[src/rtl/systolic_skew_feeder.sv]
// Skews a DEPTH-word block into a systolic array one row per cycle, then drains and requests the next block.
// Optional sticky overrun flag: define SKEW_FEEDER_OVERRUN_EN.
module systolic_skew_feeder #(
    parameter int unsigned PE_DATA_WIDTH = 16,
    parameter int unsigned DEPTH         = 4,
    parameter int unsigned DRAIN         = 4
) (
    input  logic                             clk,
    input  logic                             reset,
    input  logic [PE_DATA_WIDTH*DEPTH-1:0]   data_in,
    input  logic                             data_valid,
    input  logic                             loader_done,
    output logic [PE_DATA_WIDTH*DEPTH-1:0]   pe_row_data,
    output logic [DEPTH-1:0]                 pe_row_valid,
    output logic                             tpu_ready,
    output logic                             all_done,
    output logic                             overrun
);

    localparam int unsigned BW  = PE_DATA_WIDTH * DEPTH;
    localparam int unsigned FCW = (DEPTH > 1) ? $clog2(DEPTH) : 1;
    localparam int unsigned DCW = (DRAIN > 1) ? $clog2(DRAIN) : 1;
    localparam logic [FCW-1:0] FEED_LAST  = FCW'(DEPTH - 1);
    localparam logic [DCW-1:0] DRAIN_LAST = DCW'(DRAIN - 1);

    typedef enum logic [1:0] {
        S_IDLE  = 2'd0,
        S_FEED  = 2'd1,
        S_DRAIN = 2'd2,
        S_READY = 2'd3
    } state_e;

    state_e           state_q, state_d;
    logic [BW-1:0]    buf_q, buf_d;
    logic [FCW-1:0]   feed_cnt_q, feed_cnt_d;
    logic [DCW-1:0]   drain_cnt_q, drain_cnt_d;
    logic             dv_q;
    logic             done_pending_q, done_pending_d;
    logic [BW-1:0]    pe_row_data_q, pe_row_data_d;
    logic [DEPTH-1:0] pe_row_valid_q, pe_row_valid_d;
    logic             tpu_ready_q, tpu_ready_d;
    logic             all_done_q, all_done_d;
    logic             rise;

    // Only a low-to-high transition of the valid level counts as a new block
    assign rise = data_valid & ~dv_q;

    always_ff @(posedge clk) begin
        if (reset) begin
            state_q <= S_IDLE;
        end else begin
            state_q <= state_d;
        end
    end

    always_comb begin
        state_d     = state_q;
        buf_d       = buf_q;
        feed_cnt_d  = feed_cnt_q;
        drain_cnt_d = drain_cnt_q;
        case (state_q)
            S_IDLE: begin
                if (rise) begin
                    state_d    = S_FEED;
                    buf_d      = data_in;
                    feed_cnt_d = '0;
                end
            end
            S_FEED: begin
                if (feed_cnt_q == FEED_LAST) begin
                    state_d     = S_DRAIN;
                    drain_cnt_d = '0;
                end else begin
                    feed_cnt_d = feed_cnt_q + FCW'(1);
                end
            end
            S_DRAIN: begin
                if (drain_cnt_q == DRAIN_LAST) begin
                    state_d = S_READY;
                end else begin
                    drain_cnt_d = drain_cnt_q + DCW'(1);
                end
            end
            S_READY: state_d = S_IDLE;
            default: state_d = S_IDLE;
        endcase
    end

    always_comb begin
        pe_row_data_d  = '0;
        pe_row_valid_d = '0;
        tpu_ready_d    = 1'b0;
        all_done_d     = all_done_q;
        done_pending_d = done_pending_q | loader_done;
        case (state_q)
            S_IDLE: begin
                // A new block wins over completion; a pending done is kept for its end
                if (rise) begin
                    all_done_d = 1'b0;
                end else if (done_pending_d) begin
                    all_done_d     = 1'b1;
                    done_pending_d = 1'b0;
                end
            end
            S_FEED: begin
                for (int unsigned r = 0; r < DEPTH; r++) begin
                    if (FCW'(r) == feed_cnt_q) begin
                        pe_row_valid_d[r] = 1'b1;
                        pe_row_data_d[r*PE_DATA_WIDTH +: PE_DATA_WIDTH] =
                            buf_q[r*PE_DATA_WIDTH +: PE_DATA_WIDTH];
                    end
                end
            end
            S_READY: tpu_ready_d = 1'b1;
            default: ;
        endcase
    end

    always_ff @(posedge clk) begin
        if (reset) begin
            buf_q          <= '0;
            feed_cnt_q     <= '0;
            drain_cnt_q    <= '0;
            dv_q           <= 1'b0;
            done_pending_q <= 1'b0;
            pe_row_data_q  <= '0;
            pe_row_valid_q <= '0;
            tpu_ready_q    <= 1'b0;
            all_done_q     <= 1'b0;
        end else begin
            buf_q          <= buf_d;
            feed_cnt_q     <= feed_cnt_d;
            drain_cnt_q    <= drain_cnt_d;
            dv_q           <= data_valid;
            done_pending_q <= done_pending_d;
            pe_row_data_q  <= pe_row_data_d;
            pe_row_valid_q <= pe_row_valid_d;
            tpu_ready_q    <= tpu_ready_d;
            all_done_q     <= all_done_d;
        end
    end

    assign pe_row_data  = pe_row_data_q;
    assign pe_row_valid = pe_row_valid_q;
    assign tpu_ready    = tpu_ready_q;
    assign all_done     = all_done_q;

`ifdef SKEW_FEEDER_OVERRUN_EN
    logic overrun_q, overrun_d;

    // Sticky record of any block edge that arrived while busy
    always_comb begin
        overrun_d = overrun_q | (rise & (state_q != S_IDLE));
    end

    always_ff @(posedge clk) begin
        if (reset) begin
            overrun_q <= 1'b0;
        end else begin
            overrun_q <= overrun_d;
        end
    end

    assign overrun = overrun_q;
`else
    assign overrun = 1'b0;
`endif

endmodule

[config.mk]
export PLATFORM = sky130hd
export DESIGN_NAME = systolic_skew_feeder
export DESIGN_NICKNAME = d
export VERILOG_FILES = /design/src/rtl/systolic_skew_feeder.sv
export SDC_FILE = /design/constraint.sdc
export NUM_CORES = 1
export LEC_CHECK = 0
export CAP_MARGIN = 0
export CORE_MARGIN = 2
export CORE_UTILIZATION = 46
export CTS_CLUSTER_SIZE = 10
export DETAILED_ROUTE_END_ITERATION = 10
export HOLD_SLACK_MARGIN = 0.1
export PLACE_DENSITY = 0.82
export SYNTH_ARGS = -nofsm -noshare
export SYNTH_HDL_FRONTEND = slang
export SYNTH_SLANG_ARGS = --single-unit
[constraint.sdc]
create_clock -name clk -period 1.75 [get_ports clk]
set_clock_uncertainty 0.1 [all_clocks]
set_input_delay 0.35 -clock clk [delete_from_list [all_inputs] [get_ports clk]]
set_output_delay 0.35 -clock clk [all_outputs]
set_load 0.05 [all_outputs]
==> out/qor.csv <==
metric,value,unit
gr-usage-met1,23.7,%
placed_cells,741,
rrSetupSlack,0.02,ns
synth_area,0.00466,mm^2
cp-end-kind,flop,
grt_first_pass_wirelength,17.9,mm
wl_per_cell,14.6,um
die-area,0.0110,mm^2
num_rows,36,
synth-seq-cells,142,
leakagePower,2.94,nW
hpwlAfterDp,7.38,mm
fp.coreArea,0.00982,mm^2
maxCapViolCount,0,
synthArstFlopShare,0,%
r2r-start,state_q[0],
area_growth,40.7,%
layout_common_cells,"142 x dfxtp_1, 133 x nand2_1, 78 x buf_4, 66 x a21oi_1, 66 x clkdlybuf4s50_1",
use_met3,5.61,%
status,finished clean,
path_max_fanout,38,
drtAntennaViolNets,0,
hold_class,input pin to flop,
cts_buffers,17,
cts.path.max_buffers,2,
final_common_cell,dfxtp_1,
clkTransAtPathRegs,0.06,ns
worstSkewPairLatency,0.50,ns
vias,3802,
drt_iter0_drc,175,
start_util,47.5,%
post-route-period-util,99.0,%
worstRegToRegCells,7,
hold_depth,3,
synth_cell_types,28,
tightest_slew,0.701,ns
dp_slack,-0.148,ns
cts_tree,done,
grt_use_total,20.3,%
ir_worst_vdd,0.758,mV
crit_chain,"buf_4, inv_1, ha_2, and3b_2, buf_12, nand2_1, a21oi_1",
fp.dieW,105,um
ys_warn_count,0,
synthTopCellsByArea,"dfxtp_1 61%, nand2_1 11%, and3_1 8.6%",
drc,0,
cts-root-buf,clkbuf_8,
gp_congestion,0.814,
syn_inst,494,
slew_headroom,53.0,%
hold_start,reset,
grt_max_degree,41,
synth_top_area_share,60.9,%
final-setup-viol-count,0,
cp_data_required_time,2.07,ns
synth_fp_nets,572,
first_pass_iters,4,
power_density,1340,mW/mm^2
max_stage_delay,0.32,ns
antenna_found_initial,0,
yosysTopAreaCell,dfxtp_1,
rsz0062_at_grt,yes,
hold_viol,0,
grt-busiest-layer,met2,
slew_viol_final,0,
yosys_most_used_dff,dfxtp_1,
hold_end,dv_q,
cp_slowest_cell,dfxtp_1,
fin_nets,707,
critPathLaunchType,flop,
drive_gt1_share,19.0,%
grt_pass1_vias,3819,
avgSynthCellArea,9.44,um^2
ctsHoldBuffers,0,
die_h,105,um
critPathKind,flop to flop,
final_cells,775,
yosysSeqAreaShare,60.9,%
fin_crit,1.73,ns
cp_data_arrival_time,2.05,ns
antennaDiodeCount,0,
grt_remaining_overflow,0,
port_buffers,137,
grt.met2_usage,34.9,%
drt-total-wl,11.3,mm
via_per_inst,4.91,
cts.htree.levels,4,
fmax,577,MHz
fin_ws,0.0177,ns
r2r_end,buf_q[2],
ios,139,
clock-sinks,142,
post_cts_buffers,0,
synth_edf_count,0,
[state kept, by name (all words and copies together), names as in the netlist]
register / cells
pe_row_valid: 4
dv_q: 1
drain_cnt_q: 2
all_done: 1
done_pending_q: 1
state_q: 2
pe_row_data: 64
feed_cnt_q: 2
buf_q: 64
tpu_ready: 1
[area by class of cell]
| class | instances | area (um^2) |
|---|---|---|
| sequential | 142 | 2840 |
| multi-input combinational | 311 | 1640 |
| clock buffer | 17 | 414 |
| timing repair buffer | 149 | 1320 |
| inverter | 8 | 30.0 |
| clock inverter | 15 | 153 |
| tap | 133 | 166 |
| fill | 786 | 3260 |
[report_power, final]
group          internal (W)  leakage (nW)  total [W]  switching, W
registers           0.00355          1.15    0.00369      0.000141
logic              0.000698          1.52    0.00177       0.00107
clock network       0.00194         0.272    0.00335       0.00142
[timing repair]
item	4_1_cts	5_1_grt
resized for setup	4	6
gates cloned	1	1
setup endpoints to repair	109	61
[routing by layer]
metal | part of all wire [%] | routed length [um] | vias to the layer above
met5 | 0 | 0 | -
met4 | 2.2 | 248 | 0
met3 | 4.5 | 513 | 17
met2 | 51 | 5750 | 110
met1 | 42 | 4780 | 1783
li1 | - | - | 1892
[cells by family (layout without fill, tap and decap cells)]
group,count (synthesis),after routing,share of synthesized area [%]
flops,142,142,60.9
simple gates,219,221,22.1
fa+ha+maj,10,10,2.68
mux,4,4,0.858
compound gates,75,75,8.40
other cells,1,1,0.0804
buf+inv,43,189,4.94
[through the flow]
step / util, % / power [W] / hold WS (ns) / cell area, um^2 / setup TNS, ns
2_1_floorplan: - / 0.00488 / 0.332 / 4660 / 0
3_3_place_gp: 60.5 / 0.00533 / 0.338 / 5940 / -2.45
3_5_place_dp: 60.5 / 0.00541 / 0.342 / 5940 / -7.44
4_1_cts: 66.5 / 0.00880 / 0.189 / 6530 / 0
5_1_grt: 66.8 / 0.00925 / 0.210 / 6560 / -1.75
6_report: 66.8 / 0.00881 / 0.233 / 6560 / 0
[how the worst max path moves through the flow]
stage	from	end	slack, ns	depth (start not counted)
finish	state_q[0]	buf_q[2]	0.02	7
global route	state_q[1]	pe_row_data[32]	-0.07	5
CTS	state_q[0]	buf_q[54]	0.02	7
detailed placement	state_q[1]	pe_row_data[48]	-0.15	4
global placement	state_q[1]	pe_row_data[14]	-0.05	5
floorplan	state_q[0]	buf_q[0]	0.25	7
[synthesized netlist by cell type, types with 2 or more instances]
library cell  instances
dfxtp_1             142
nand2_1             133
a21oi_1              66
and3_1               64
clkbuf_1             14
buf_2                11
ha_1                 10
inv_1                 7
and2_1                6
buf_6                 6
mux2i_1               4
nand3_1               4
nand2b_1              3
nor2_1                3
nor2b_1               3
o21ai_0               3
a211oi_1              2
buf_4                 2
clkbuf_2              2
[critical path: cells and delay by family (launching register included)]
family	cells	cell delay, ns
compound gates	1	0.15
flops	1	0.32
buf+inv	3	0.44
simple gates	2	0.36
fa+ha+maj	1	0.26
(Power assumes the default switching activity.)
